<file path="config.mk">
export PLATFORM = sky130hd
export DESIGN_NAME = bdp_bitplane_sched
export DESIGN_NICKNAME = d
export VERILOG_FILES = /design/src/rtl/bdp_pkg.sv /design/src/rtl/bdp_plane_pick.sv /design/src/rtl/bdp_bitplane_sched.sv
export SDC_FILE = /design/constraint.sdc
export NUM_CORES = 1
export LEC_CHECK = 0
export CORE_ASPECT_RATIO = 0.5
export CORE_MARGIN = 3
export CORE_UTILIZATION = 51
export CTS_CLUSTER_SIZE = 30
export DETAILED_ROUTE_END_ITERATION = 7
export DONT_BUFFER_PORTS = 1
export PLACE_DENSITY_LB_ADDON = 0.1
export SLEW_MARGIN = 15
export SYNTH_ARGS = -nofsm -noshare
export SYNTH_HDL_FRONTEND = slang
export SYNTH_SLANG_ARGS = --single-unit
</file>
<file path="constraint.sdc">
create_clock -name clk -period 5.9 [get_ports clk]
set_input_delay 1.18 -clock clk [delete_from_list [all_inputs] [get_ports clk]]
set_output_delay 1.18 -clock clk [all_outputs]
set_load 0.02 [all_outputs]
</file>
<file path="src/rtl/bdp_pkg.sv">
// Shared definitions for the bit-plane scheduler slice.
//   N_LANES  : lanes per group
//   ACT_W    : activation width per lane
//   SHIFT_W  : width of the plane index / engine shift
//   DP_RES_W : width of the engine partial-sum result
//   state_t  : scheduler FSM states
package bdp_pkg;

    localparam int N_LANES  = 8;
    localparam int ACT_W    = 8;
    localparam int SHIFT_W  = 3;
    localparam int DP_RES_W = 16;

    typedef enum logic [1:0] {
        ST_IDLE,
        ST_ISSUE,
        ST_DRAIN,
        ST_DONE
    } state_t;

endpackage

</file>
<file path="src/rtl/bdp_plane_pick.sv">
// Lowest-set-bit encoder over an 8-bit plane mask.
//   mask : remaining planes to issue
//   p    : index of the lowest set bit (0 when mask is empty)
//   last : mask has at most one bit set, so clearing p empties it
module bdp_plane_pick
    import bdp_pkg::*;
(
    input  logic [7:0]         mask,
    output logic [SHIFT_W-1:0] p,
    output logic               last
);

    logic found;

    always_comb begin
        p     = '0;
        found = 1'b0;
        for (int unsigned i = 0; i < 8; i++) begin
            if (mask[i] && !found) begin
                p     = SHIFT_W'(i);
                found = 1'b1;
            end
        end
        last = ((mask & (mask - 8'd1)) == '0);
    end

endmodule

</file>
<file path="src/rtl/bdp_bitplane_sched.sv">
// Bit-plane scheduler for one bit-serial dot-product engine.
// Accepts a group of 8 signed activations and 8 sign-magnitude weights,
// issues one weight magnitude plane per cycle to the engine and accumulates
// the engine's sign-extended partial sums into one signed dot product.
// Build option: ZERO_PLANE_SKIP_EN skips planes in which no lane has a set
// bit (and finishes an all-zero group immediately); without it all W_MAG
// planes are issued in order.
// Ports:
//   clk, rst                   clock, asynchronous active-high reset
//   in_valid/in_ready          group handshake
//   in_act, in_wmag, in_wsign  group activations, magnitudes, signs
//   dp_act, dp_wcol, dp_sign,
//   dp_shift                   engine issue port
//   dp_result                  engine result, DP_LAT cycles after issue
//   out_valid/out_ready        result handshake
//   out_sum                    signed dot product of the group
module bdp_bitplane_sched
    import bdp_pkg::*;
#(
    parameter int W_MAG  = 7,
    parameter int DP_LAT = 2,
    parameter int ACC_W  = 20
) (
    input  logic                       clk,
    input  logic                       rst,
    input  logic                       in_valid,
    output logic                       in_ready,
    input  logic [N_LANES*ACT_W-1:0]   in_act,
    input  logic [N_LANES*W_MAG-1:0]   in_wmag,
    input  logic [N_LANES-1:0]         in_wsign,
    output logic [N_LANES*ACT_W-1:0]   dp_act,
    output logic [N_LANES-1:0]         dp_wcol,
    output logic [N_LANES-1:0]         dp_sign,
    output logic [SHIFT_W-1:0]         dp_shift,
    input  logic [DP_RES_W-1:0]        dp_result,
    output logic                       out_valid,
    input  logic                       out_ready,
    output logic [ACC_W-1:0]           out_sum
);

    state_t                     state_q, state_d;
    logic [N_LANES*ACT_W-1:0]   act_q;
    logic [N_LANES*W_MAG-1:0]   mag_q;
    logic [N_LANES-1:0]         sign_q;
    logic [W_MAG-1:0]           mask_q, mask_d, accept_mask, pick_onehot;
    logic [DP_LAT-1:0]          tag_q, tag_d;
    logic [ACC_W-1:0]           acc_q;
    logic                       accept, issue, tag_head;
    logic [SHIFT_W-1:0]         pick_p;
    logic                       pick_last;
    logic [7:0]                 lane_mag;

`ifdef ZERO_PLANE_SKIP_EN
    always_comb begin
        accept_mask = '0;
        for (int unsigned i = 0; i < N_LANES; i++) begin
            accept_mask = accept_mask | in_wmag[i*W_MAG +: W_MAG];
        end
    end
`else
    // Every plane is issued; the lowest-set-bit walk then yields 0..W_MAG-1.
    assign accept_mask = '1;
`endif

    bdp_plane_pick u_pick (
        .mask (8'(mask_q)),
        .p    (pick_p),
        .last (pick_last)
    );

    assign pick_onehot = W_MAG'(8'd1 << pick_p);
    assign tag_head    = tag_q[DP_LAT-1];

    always_comb begin
        state_d = state_q;
        mask_d  = mask_q;
        accept  = 1'b0;
        issue   = 1'b0;
        unique case (state_q)
            ST_IDLE: begin
                if (in_valid) begin
                    accept  = 1'b1;
                    mask_d  = accept_mask;
`ifdef ZERO_PLANE_SKIP_EN
                    state_d = (accept_mask == '0) ? ST_DONE : ST_ISSUE;
`else
                    state_d = ST_ISSUE;
`endif
                end
            end
            ST_ISSUE: begin
                issue  = 1'b1;
                mask_d = mask_q & ~pick_onehot;
                if (pick_last) begin
                    state_d = ST_DRAIN;
                end
            end
            ST_DRAIN: begin
                // Leave on the edge that lands the final add, so DONE shows
                // the complete sum in its first cycle.
                if (tag_d == '0) begin
                    state_d = ST_DONE;
                end
            end
            ST_DONE: begin
                if (out_ready) begin
                    state_d = ST_IDLE;
                end
            end
            default: state_d = ST_IDLE;
        endcase
        tag_d = (tag_q << 1) | DP_LAT'(issue);
    end

    always_comb begin
        dp_wcol  = '0;
        dp_sign  = '0;
        dp_shift = '0;
        lane_mag = '0;
        if (issue) begin
            for (int unsigned i = 0; i < N_LANES; i++) begin
                lane_mag   = 8'(mag_q[i*W_MAG +: W_MAG]);
                dp_wcol[i] = lane_mag[pick_p];
            end
            dp_sign  = sign_q;
            dp_shift = pick_p;
        end
    end

    always_ff @(posedge clk or posedge rst) begin
        if (rst) begin
            state_q <= ST_IDLE;
            act_q   <= '0;
            mag_q   <= '0;
            sign_q  <= '0;
            mask_q  <= '0;
            tag_q   <= '0;
            acc_q   <= '0;
        end else begin
            state_q <= state_d;
            mask_q  <= mask_d;
            tag_q   <= tag_d;
            if (accept) begin
                act_q  <= in_act;
                mag_q  <= in_wmag;
                sign_q <= in_wsign;
                acc_q  <= '0;
            end else if (tag_head && (state_q == ST_ISSUE || state_q == ST_DRAIN)) begin
                acc_q <= acc_q + {{(ACC_W-DP_RES_W){dp_result[DP_RES_W-1]}}, dp_result};
            end
        end
    end

    assign dp_act    = act_q;
    assign in_ready  = (state_q == ST_IDLE);
    assign out_valid = (state_q == ST_DONE);
    assign out_sum   = acc_q;

endmodule

</file>
* Yosys cells after proc, flatten, opt, wreduce, memory -nomap -nowiden
Cells that the tools add are included.
Word-level totals: register bits 159, latch bits 0, RAM bits 0, ROM bits 0, input bits 148, output and inout bits 105, logic and storage cells 86, memories kept 0
Operators by class: add/subtract/negate cells 2, $mul 0, div/mod/pow operators 0, $lt $le $gt $ge 1, eq/ne operators 7, shifts and indexed selects 1, muxes and demuxes 43, bitwise operators 4, reductions and logical operators 21
Operators with widths (count):
- $mux 20 | 2
- $bmux 1 s3 | 8
- $add 20x20->20 | 1
- $mux 1 | 18
- $mux 8 | 2
- $pmux 7 s2 | 1
- $mux 2 | 6
- $mux 3 | 4
- $and 7x8->8 | 1
- $logic_not 8->1 | 1
- $pmux 2 s4 | 1
- $sub 7x1->8 const B | 1
- $and 7x7->7 | 1
- $logic_and 1x1->1 | 7
- $mux 7 | 1
- $not 7->7 | 1
- $shl 1x3->7 const A | 1
- $logic_not 1->1 | 6
- $ne 2x2->1 const B | 3
- $eq 2x2->1 const B | 2
- $logic_not 2->1 | 2
- $lt 3x4->1 const B | 1
- $reduce_and 4->1 | 1
- $reduce_bool 2->1 | 2
- other kinds (5) | 5

* Depth between registers and ports, before layout
Gate-level depths: netlist (run 1).
depth in word-level cells 23, gate-level depth with buffers 10, gate-level depth less buffers 10

* Hierarchy
From an unflattened synthesis (run 1), not the netlist that was laid out.
Unflattened totals: cell total of the unflattened synthesis 891, area total of the unflattened synthesis 7752.4 µm²
By module, submodules not included:
- bdp_bitplane_sched | times used 1, cells an instance 870, area each 7621.1 µm², seq. area each 3978.8 µm²
- bdp_plane_pick | times used 1, cells an instance 21, area each 131.4 µm², seq. area each 0.0 µm²

* Least setup slack after synthesis (run 1)
No wires, ideal clock.
path kind register -> output, start reg mask_q[4], end out dp_wcol[6], arrival 2.068 ns, path slack 2.652 ns, stages on the path, launching flop included 10, buffers on the path 2, path through dfrtp_1 > nand2b_1 > a21oi_1 > o21ba_2 > clkbuf_1 > clkbuf_1 > nand2_1 > a21oi_1 > a21oi_1 > o21ai_0
On the way: longest elaborated chain between the ends 11, elaborated cells on any way between the ends 13, those cells by class 8 x mux; 5 x reduce/logical
Ends and longest elaborated chain:
- from (decl) | RTL line bdp_bitplane_sched.sv:45 | logic [W_MAG-1:0] mask_q, mask_d, accept_mask, pick_onehot;
- from (signal assigned) | RTL line bdp_bitplane_sched.sv:141 | mask_q <= mask_d;
- $logic_and 1x1->1 * | RTL line bdp_plane_pick.sv:19 | if (mask[i] && !found) begin
- $mux 1 | RTL line bdp_plane_pick.sv:19
- $logic_not 1->1 | RTL line bdp_plane_pick.sv:19
- $logic_and 1x1->1 | RTL line bdp_plane_pick.sv:19
- $mux 1 | RTL line bdp_plane_pick.sv:19
- $logic_not 1->1 | RTL line bdp_plane_pick.sv:19
- $logic_and 1x1->1 | RTL line bdp_plane_pick.sv:19
- $mux 3 * | RTL line bdp_plane_pick.sv:19
- $bmux 1 s3 * | RTL line bdp_bitplane_sched.sv:123 | dp_wcol[i] = lane_mag[pick_p];
- $mux 1 (implied by the code) * | RTL line bdp_bitplane_sched.sv:123
- $mux 8 * | RTL line bdp_bitplane_sched.sv:120 | if (issue) begin
- to (decl) | RTL line bdp_bitplane_sched.sv:32 | output logic [N_LANES-1:0] dp_wcol,
Mark *: on every way between the ends. The rest lies on a longest branch, timed or not. The select of a mux whose other input is x is not followed.

* Worst setup path in the final report (run 1)
start reg mask_q[1], end out dp_wcol[6]
On the way: longest elaborated chain between the ends 20, elaborated cells on any way between the ends 25, those cells by class 14 x mux; 11 x reduce/logical
Ends and longest elaborated chain (RTL line):
- $logic_and 1x1->1 * | bdp_plane_pick.sv:19
- $mux 1 | bdp_plane_pick.sv:19
- $logic_not 1->1 | bdp_plane_pick.sv:19
- $logic_and 1x1->1 | bdp_plane_pick.sv:19
- $mux 1 | bdp_plane_pick.sv:19
- $logic_not 1->1 | bdp_plane_pick.sv:19
- $logic_and 1x1->1 | bdp_plane_pick.sv:19
- $mux 1 | bdp_plane_pick.sv:19
- [... 4 more ...]
- $logic_and 1x1->1 | bdp_plane_pick.sv:19
- $mux 1 | bdp_plane_pick.sv:19
- $logic_not 1->1 | bdp_plane_pick.sv:19
- $logic_and 1x1->1 | bdp_plane_pick.sv:19
- $mux 3 * | bdp_plane_pick.sv:19
- $bmux 1 s3 * | bdp_bitplane_sched.sv:123
- $mux 1 (implied by the code) * | bdp_bitplane_sched.sv:123
- $mux 8 * | bdp_bitplane_sched.sv:120
Marked as above.

==> impl_metrics.json, run 1 <==
{
  "avgSynthCellArea_um2": 8.31,
  "cts_hold_buf": 0,
  "synthAdderAreaFrac": 0.0432,
  "wl_met1_um": 7630,
  "fin_nets": 1067,
  "dp_hpwl_um": 13100,
  "htreeDepth": 4,
  "max-slew-margin-rel": 0.247,
  "seqCellArea_um2": 3980,
  "static-leakage-power_uw": 0.00424,
  "port_buffers": 0,
  "io_pins": 253,
  "skew_ps": 9.66,
  "coreArea_um2": 14100,
  "yosysUniqueCellTypes": 56,
  "firstDrtPassIters": 5,
  "antenna_cells": 0,
  "grt_max_degree": 115,
  "p_clk_frac": 0.233,
  "wirelength_um": 18900,
  "place_worst_setup_slack_ps": 1980,
  "area_growth_pct": 9.83,
  "yosys.area_share.simple": 0.278,
  "tns_ps": 0,
  "synth_xor_xnor_area_share": 0.0115,
  "cts_tree": "built",
  "power_uw": 5170,
  "synth_mux_area_frac": 0.00410,
  "synth_nets": 1090,
  "antenna_found_initial": 0,
  "synthArstFlopShare": 1.00,
  "initial_core_util": 0.542,
  "routedWlPerCell_um": 17.2,
  "crit_path_start_kind": "flip-flop",
  "p_sw_frac": 0.436,
  "cellPowerDensity_nw_per_um2": 618,
  "cp-startpoint": "mask_q[1]",
  "clk_pin_slew_ps": 70,
  "cp.arrival_ps": 3180,
  "dieArea_um2": 16500,
  "holdPathStages": 0,
  "seq_power_share": 0.436,
  "netlist_area_um2": 7630,
  "reg2reg_slack_ps": 2970,
  "synth.largest_area_cell": "dfrtp_1",
  "wl_met2_um": 9290,
  "cts.repair.resized": 0,
  "numClockSinks": 159,
  "clockBufferDepth": 2,
  "drtIter0Drc": 401,
  "min_to": "tag_q[1]",
  "cts_setup_buffers": 0,
  "viasPerCell": 5.54,
  "drc": 0,
  "postRouteAntennaNets": 0,
  "synth_edf_count": 0,
  "peakVddDrop_uv": 304,
  "grt_pass1_wl_um": 29900,
  "grt_usage": 0.228,
  "r2r-start": "out_sum[0]",
  "slew_violations": 0,
  "outcome": "finished, final reports clean",
  "min_path_type": "flip-flop to flip-flop",
  "die_h_um": 92.5,
  "cap_violations": 0,
  "gp_congestion": 0.856,
  "hold_viol": 0,
  "top_layer": "met4",
  "fmax_mhz": 229,
  "dr_total_vias": 6093,
  "dr_wl_met3_um": 1790,
  "synth_top_family_by_area": "simple AND/OR/NAND/NOR gates",
  "numCtsBuffers": 17,
  "setup_viol_count_final": 0,
  "crit_path_end_kind": "primary output",
  "die_width_um": 179,
  "path_class": "flip-flop to primary output",
  "worst_ep_required_time_ps": 4720,
  "synth_compound_area_frac": 0.111,
  "fin_crit_ps": 4360,
  "ys.flop_type": "dfrtp_1",
  "ys_ff_latch": 159,
  "gr-total-overflow": 0,
  "yosysWarnings": 0,
  "clk_latency_ps": 420,
  "path_max_fanout": 17,
  "min_from": "tag_q[0]",
  "postSynthCellCount": 918,
  "setup_ws_ps": 1540,
  "rr_worst_depth": 10,
  "yosys-top-cells-area": "dfrtp_1 (52%), nand2_1 (23%), ha_1 (3.8%)",
  "root_buffer": "clkbuf_16",
  "fillers": 1229,
  "fin_crit_sh": 0.739,
  "worst_pin_slew_ps": 1130,
  "r2r-end": "out_sum[16]",
  "grt_pass1_vias": 5950,
  "rsz0062_at_grt": "false",
  "synth_top_area_share": 0.522,
  "ys_seq_area_frac": 0.522,
  "p_switching_uw": 2250,
  "combPwrFrac": 0.331,
  "layout-drive-gt1-share": 0.0595,
  "num_rows": 30,
  "hold-worst-slack_ps": 387,
  "multi_input_area_um2": 3430,
  "internal_power_uw": 2920
}
[critical path: stages, from the launching register on]
cell     delay [ps]
dfrtp_1         470
or4_4           590
nor2_1          880
nand2_1         210
o21ai_0         610
[per-stage QoR]
step            util  instance area, um2  std cells
4_1_cts        0.595                8380       1099
3_5_place_dp   0.549                7730       1068
5_1_grt        0.595                8380       1099
3_3_place_gp   0.549                7730       1068
2_1_floorplan      -                7630        918
6_report       0.595                8380       1099
[worst max path at each step]
stage                      end  depth (start not counted)
CTS                 dp_wcol[6]                          4
finish              dp_wcol[6]                          4
global placement    dp_wcol[6]                          4
floorplan            dp_act[0]                          1
detailed placement  dp_wcol[6]                          4
global route        dp_wcol[6]                          4
[layout make-up]
| cell class | count | share of cell area |
|---|---|---|
| Multi-Input combinational cell | 701 | 0.409 |
| Tap cell | 192 | 0.0287 |
| Clock buffer | 17 | 0.0508 |
| Inverter | 11 | 0.00553 |
| Clock inverter | 14 | 0.0263 |
| Timing Repair Buffer | 5 | 0.00448 |
| Sequential cell | 159 | 0.475 |
[cell usage in the layout (no fill, tap or decap), types with 3 or more instances in the layout]
cell type	n
a211oi_1	3
a21o_1	8
a21oi_1	37
a22o_1	3
a31oi_1	9
and2_1	9
and3_1	3
buf_4	5
bufinv_16	4
clkbuf_16	17
dfrtp_1	159
ha_1	23
inv_1	10
inv_6	6
nand2_1	458
nand2b_1	4
nand3_1	6
nor2_1	31
nor2b_1	4
nor3_1	12
o211ai_1	4
o21a_1	4
o21ai_0	17
o221a_2	7
o22a_1	4
o22ai_1	8
xnor2_1	6
xor2_1	4
[synth_stat cells, types with 4 or more instances]
master	instances
nor2b_1	4
xnor2_1	6
o21ai_0	17
nand3_1	6
a21oi_1	37
and2_1	10
nand2b_1	4
ha_1	23
o221a_2	7
a21o_1	8
o211ai_1	4
o22ai_1	8
inv_1	11
nor3_1	12
a31oi_1	9
nand2_1	459
clkbuf_1	43
o21a_1	4
dfrtp_1	159
o22a_1	4
xor2_1	4
nor2_1	31
[logic make-up after synthesis]
logic type | after synthesis
and+or+nand+nor | 537
muxes | 3
AOI/OAI and AO/OA | 125
DFF | 159
buffers and inverters | 58
adders and majority gates | 26
xor gates and xnor gates | 10
[per-layer routing]
layer  vias to the layer above  track usage
met5                         -            0
met4                         0       0.0661
met3                        18       0.0762
met2                       216        0.383
met1                      2913        0.280
li1                       2946            -
[power groups by stage]
| stage | Sequential, uW | Combinational (uW) | Clock (uW) |
|---|---|---|---|
| final | 2260 | 1710 | 1210 |
| after detailed placement | 2270 | 1720 | 0 |
| after floorplan | 2150 | 1400 | 0 |
| after CTS | 2260 | 1720 | 1230 |
| after global placement | 2270 | 1660 | 0 |
| after global routing | 2320 | 1950 | 1290 |
[flip-flops by register name, summed over array words and instances (netlist names)]
signal   flops
dp_act      64
mag_q       56
mask_q       7
out_sum     20
sign_q       8
state_q      2
tag_q        2
Power figures use the tool's default switching activity.
==> inputs of run 2 (changes only) <==
clock period = 3.5 ns   (was 5.9 ns; I/O delays follow)
==> run 2 against run 1 <==
Effect of this change:
- sequential power up 68%
- critical endpoint is now dp_wcol[1]
- wire length about the same
- power is 67% higher
- global-route usage up 0.48 points
- non-clock buffer count is 6 higher
- final area grew 0.69%
- flip-flop and latch count unchanged
- count of clock-buffer cells in the layout did not move
- core utilization increased by 0.41 points
- critical path depth increased by 4
- via count fell by 0.75%
==> impl_metrics.json, run 2 (synthesis results as in run 1) <==
{
  "clk_latency_ps": 420,
  "coreArea_um2": 14100,
  "cp.arrival_ps": 2490,
  "crit_path_start_kind": "flip-flop",
  "antenna_cells": 0,
  "port_buffers": 0,
  "fillers": 1276,
  "worst_ep_required_time_ps": 2800,
  "gr-total-overflow": 0,
  "outcome": "finished, final reports clean",
  "wirelength_um": 18900,
  "num_rows": 30,
  "initial_core_util": 0.542,
  "fin_crit_sh": 0.912,
  "power_uw": 8620,
  "grt_pass1_vias": 6084,
  "die_h_um": 92.5,
  "fin_nets": 1073,
  "cts_setup_buffers": 0,
  "skew_ps": 10.9,
  "setup_viol_count_final": 0,
  "die_width_um": 179,
  "path_max_fanout": 11,
  "grt_max_degree": 97,
  "fmax_mhz": 313,
  "grt_usage": 0.232,
  "gp_congestion": 0.809,
  "final_cell_mix": "nand2_1 (458), dfrtp_1 (159), a21oi_1 (37)",
  "cap_violations": 0,
  "drc": 0,
  "clk_pin_slew_ps": 80,
  "dieArea_um2": 16500,
  "max-slew-margin-rel": 0.483,
  "cts_hold_buf": 0,
  "area_growth_pct": 10.6,
  "numClockSinks": 159,
  "clockBufferDepth": 2,
  "tns_ps": 0,
  "antenna_found_initial": 0,
  "rsz0062_at_grt": "false",
  "cellPowerDensity_nw_per_um2": 1020,
  "path_class": "flip-flop to primary output",
  "io_pins": 253,
  "grt_pass1_wl_um": 30500,
  "htreeDepth": 4,
  "static-leakage-power_uw": 0.00427,
  "numCtsBuffers": 17,
  "worst_pin_slew_ps": 776,
  "drtIter0Drc": 408,
  "min_path_type": "input pin to asynchronous set/reset pin",
  "slew_violations": 0,
  "final_common_cell": "nand2_1",
  "crit_path_end_kind": "primary output",
  "place_area_um2": 7820,
  "fin_crit_ps": 3190,
  "largest_reg_flops": 64,
  "design_area_um2": 8430,
  "peakVddDrop_uv": 488,
  "layout-drive-gt1-share": 0.0667,
  "place_worst_setup_slack_ps": 568,
  "root_buffer": "clkbuf_16",
  "cts_tree": "built",
  "setup_ws_ps": 307,
  "hold-worst-slack_ps": 266,
  "dp_hpwl_um": 13200,
  "dr_total_vias": 6047,
  "rr_worst_depth": 10,
  "hold_viol": 0,
  "postRouteAntennaNets": 0,
  "cts.repair.resized": 0,
  "firstDrtPassIters": 4,
  "routedWlPerCell_um": 17.1,
  "viasPerCell": 5.47
}
## run 2: cell types whose count changed in the layout (fill, tap and decap cells not counted), sizes merged
| cell | change |
|---|---|
| buf | +6 |
| bufinv | -4 |
| clkinv | +3 |
| clkinvlp | +1 |
| inv | +1 |
## run 2: path summary, 6_finish.rpt
check	start	end	slack (ps)
max	mask_q[5]	dp_wcol[1]	310
min	rst	dp_act[2]	270
max reg2reg	out_sum[0]	out_sum[16]	700
min reg2reg	tag_q[0]	tag_q[1]	390
max in group asynchronous	rst	tag_q[1]	2400
min in group clk	in_act[35]	dp_act[35]	380
## run 2: worst max-delay path, cell delays in order, from the launching register on
cell and delay [ps]:
dfrtp_1 430, nor2_1 60, a211oi_1 300, nor3_1 80, buf_4 190, nand2_1 360
o22ai_1 140, a31oi_1 180, o221a_2 320
## run 2: report_power, final
part	internal, uW	total, uW	switching (uW)
Clock	977	1880	904
Sequential	2660	3800	1130
Combinational	1080	2940	1860
Total	4720	8620	3900
## run 2: cell type report
class                           instances  area (um2)  area share
Sequential cell                       159        3980       0.472
Tap cell                              192         240      0.0285
Clock inverter                         15         185      0.0220
Multi-Input combinational cell        701        3430       0.406
Inverter                               11        45.0     0.00534
Timing Repair Buffer                   11         133      0.0157
Clock buffer                           17         425      0.0504
## run 2: routing by layer
layer  wire length, um  vias to the layer above  GRT usage
li1                  -                     2951          -
met1              7890                     2867      0.284
met2              9040                      204      0.393
met3              1710                       25     0.0778
met4               264                        0     0.0674
met5                 0                        -          0
## run 2: through the flow
stage / utilization / cells
floorplan: - / 918
CTS: 0.599 / 1106
global placement: 0.556 / 1074
detailed placement: 0.556 / 1074
global route: 0.599 / 1106
finish: 0.599 / 1106
==> inputs of run 3 (changes only) <==
CTS_BUF_LIST = sky130_fd_sc_hd__clkbuf_8   (was unset)
clock period = 3.7 ns   (was 3.5 ns; I/O delays follow)
==> run 3 against run 2 <==
Effect of this change:
- highest routed layer unchanged
- die area did not move
- count of clock-buffer cells in the layout did not move
- flip-flop and latch count did not move
- wire length rose by 0.66%
==> impl_metrics.json, run 3 (synthesis results as in run 1) <==
{
  "outcome": "finished, final reports clean",
  "reg2reg_slack_ps": 830,
  "drc": 0,
  "final_cell_mix": "nand2_1 (458), dfrtp_1 (159), a21oi_1 (37)",
  "clk_pin_slew_ps": 120,
  "skew_ps": 21.8,
  "die_h_um": 92.5,
  "drtIter0Drc": 463,
  "cts_hold_buf": 0,
  "gp_congestion": 0.845,
  "num_rows": 30,
  "crit_path_end_kind": "primary output",
  "clk_latency_ps": 450,
  "final_util": 0.587,
  "path_class": "flip-flop to primary output",
  "clockBufferDepth": 2,
  "wirelength_um": 19000,
  "antenna_found_initial": 0,
  "combPwrFrac": 0.357,
  "antenna_cells": 0,
  "cts_tree": "built",
  "io_pins": 253,
  "fin_crit_sh": 0.913,
  "worst_ep_required_time_ps": 2960,
  "max-slew-margin-rel": 0.468,
  "static-leakage-power_uw": 0.00419,
  "p_clk_frac": 0.180,
  "firstDrtPassIters": 4,
  "crit_path_start_kind": "flip-flop",
  "cts.repair.resized": 0,
  "grt_max_degree": 134,
  "grt_usage": 0.235,
  "grt_pass1_wl_um": 30800,
  "setup_viol_count_final": 0,
  "grt_pass1_vias": 6065,
  "fin_nets": 1074,
  "dp_hpwl_um": 13100,
  "htreeDepth": 4,
  "hold_viol": 0,
  "root_buffer": "clkbuf_8",
  "port_buffers": 0,
  "rr_worst_depth": 10,
  "p_sw_frac": 0.468,
  "die_width_um": 179,
  "layout-drive-gt1-share": 0.0667,
  "postRouteAntennaNets": 0,
  "fmax_mhz": 296,
  "dr_total_vias": 6044,
  "cap_violations": 0,
  "numClockSinks": 159,
  "cts_setup_buffers": 0,
  "r2r-end": "out_sum[16]",
  "seq_power_share": 0.463,
  "initial_core_util": 0.542,
  "path_max_fanout": 9,
  "p_switching_uw": 3630,
  "r2r-start": "out_sum[0]",
  "numCtsBuffers": 17,
  "cp.arrival_ps": 2640,
  "worst_pin_slew_ps": 799,
  "area_growth_pct": 8.40,
  "min_path_type": "input pin to asynchronous set/reset pin",
  "setup_ws_ps": 323,
  "coreArea_um2": 14100,
  "fin_crit_ps": 3380,
  "cellPowerDensity_nw_per_um2": 938,
  "dieArea_um2": 16500,
  "slew_violations": 0,
  "place_worst_setup_slack_ps": 646,
  "largest_reg_flops": 64,
  "viasPerCell": 5.46,
  "routedWlPerCell_um": 17.2,
  "gr-total-overflow": 0,
  "peakVddDrop_uv": 411,
  "rsz0062_at_grt": "false",
  "tns_ps": 0,
  "internal_power_uw": 4130,
  "final_common_cell": "nand2_1"
}
[run 3: cell types whose count changed in the layout (fill, tap and decap cells not counted), moves of 2 or more]
| cell | before | now |
|---|---|---|
| buf_4 | 7 | 9 |
| clkbuf_16 | 17 | 0 |
| clkbuf_8 | 0 | 17 |
| clkinv_8 | 5 | 8 |
| inv_8 | 5 | 2 |
[run 3: worst max-delay path by stage]
stage / startpoint / end / slack [ps] / depth (start not counted)
CTS: mask_q[1] / dp_wcol[1] / 330 / 5
floorplan: mask_q[4] / dp_wcol[6] / 890 / 9
detailed placement: dp_result[0] / out_sum[16] / 650 / 10
global route: mask_q[5] / dp_wcol[6] / 80 / 7
finish: mask_q[1] / dp_wcol[1] / 320 / 5
global placement: dp_result[0] / out_sum[16] / 750 / 10
[run 3: critical path: stages (launching register included)]
cell and delay (ps):
dfrtp_1 470, or4_4 580, nor2_1 490, buf_4 290, nand2_1 60, o221a_2 310
[run 3: through the flow]
step | cell area, um2 | hold WS, ps | instances | total power (uW)
2_1_floorplan | 7630 | 371 | 918 | 5670
3_3_place_gp | 7820 | 382 | 1075 | 6330
3_5_place_dp | 7820 | 382 | 1075 | 6410
4_1_cts | 8270 | 277 | 1107 | 7820
5_1_grt | 8270 | 272 | 1107 | 8430
6_report | 8270 | 270 | 1107 | 7760
[run 3: power groups by stage]
stage	Combinational [uW]	Clock (uW)	Sequential (uW)
floorplan	2240	0	3420
global placement	2720	0	3620
detailed placement	2800	0	3610
CTS	2790	1430	3600
global route	3200	1510	3720
finish	2770	1400	3590
[run 3: per-layer routing]
layer / wire length, um / part of all wire / track usage
met2: 9160 / 0.48 / 0.388
met5: 0 / 0 / 0
met3: 1850 / 0.097 / 0.0839
met1: 7750 / 0.41 / 0.288
met4: 279 / 0.015 / 0.0751
[run 3: final cells by class]
cell class | instances | area (um2)
clock buffers | 17 | 234
clock inverters | 15 | 218
fillers | 1291 | 5810
inverters | 11 | 45.0
multi-input cells | 701 | 3420
flip-flops and latches | 159 | 3980
well taps | 192 | 240
repair buffers | 12 | 128
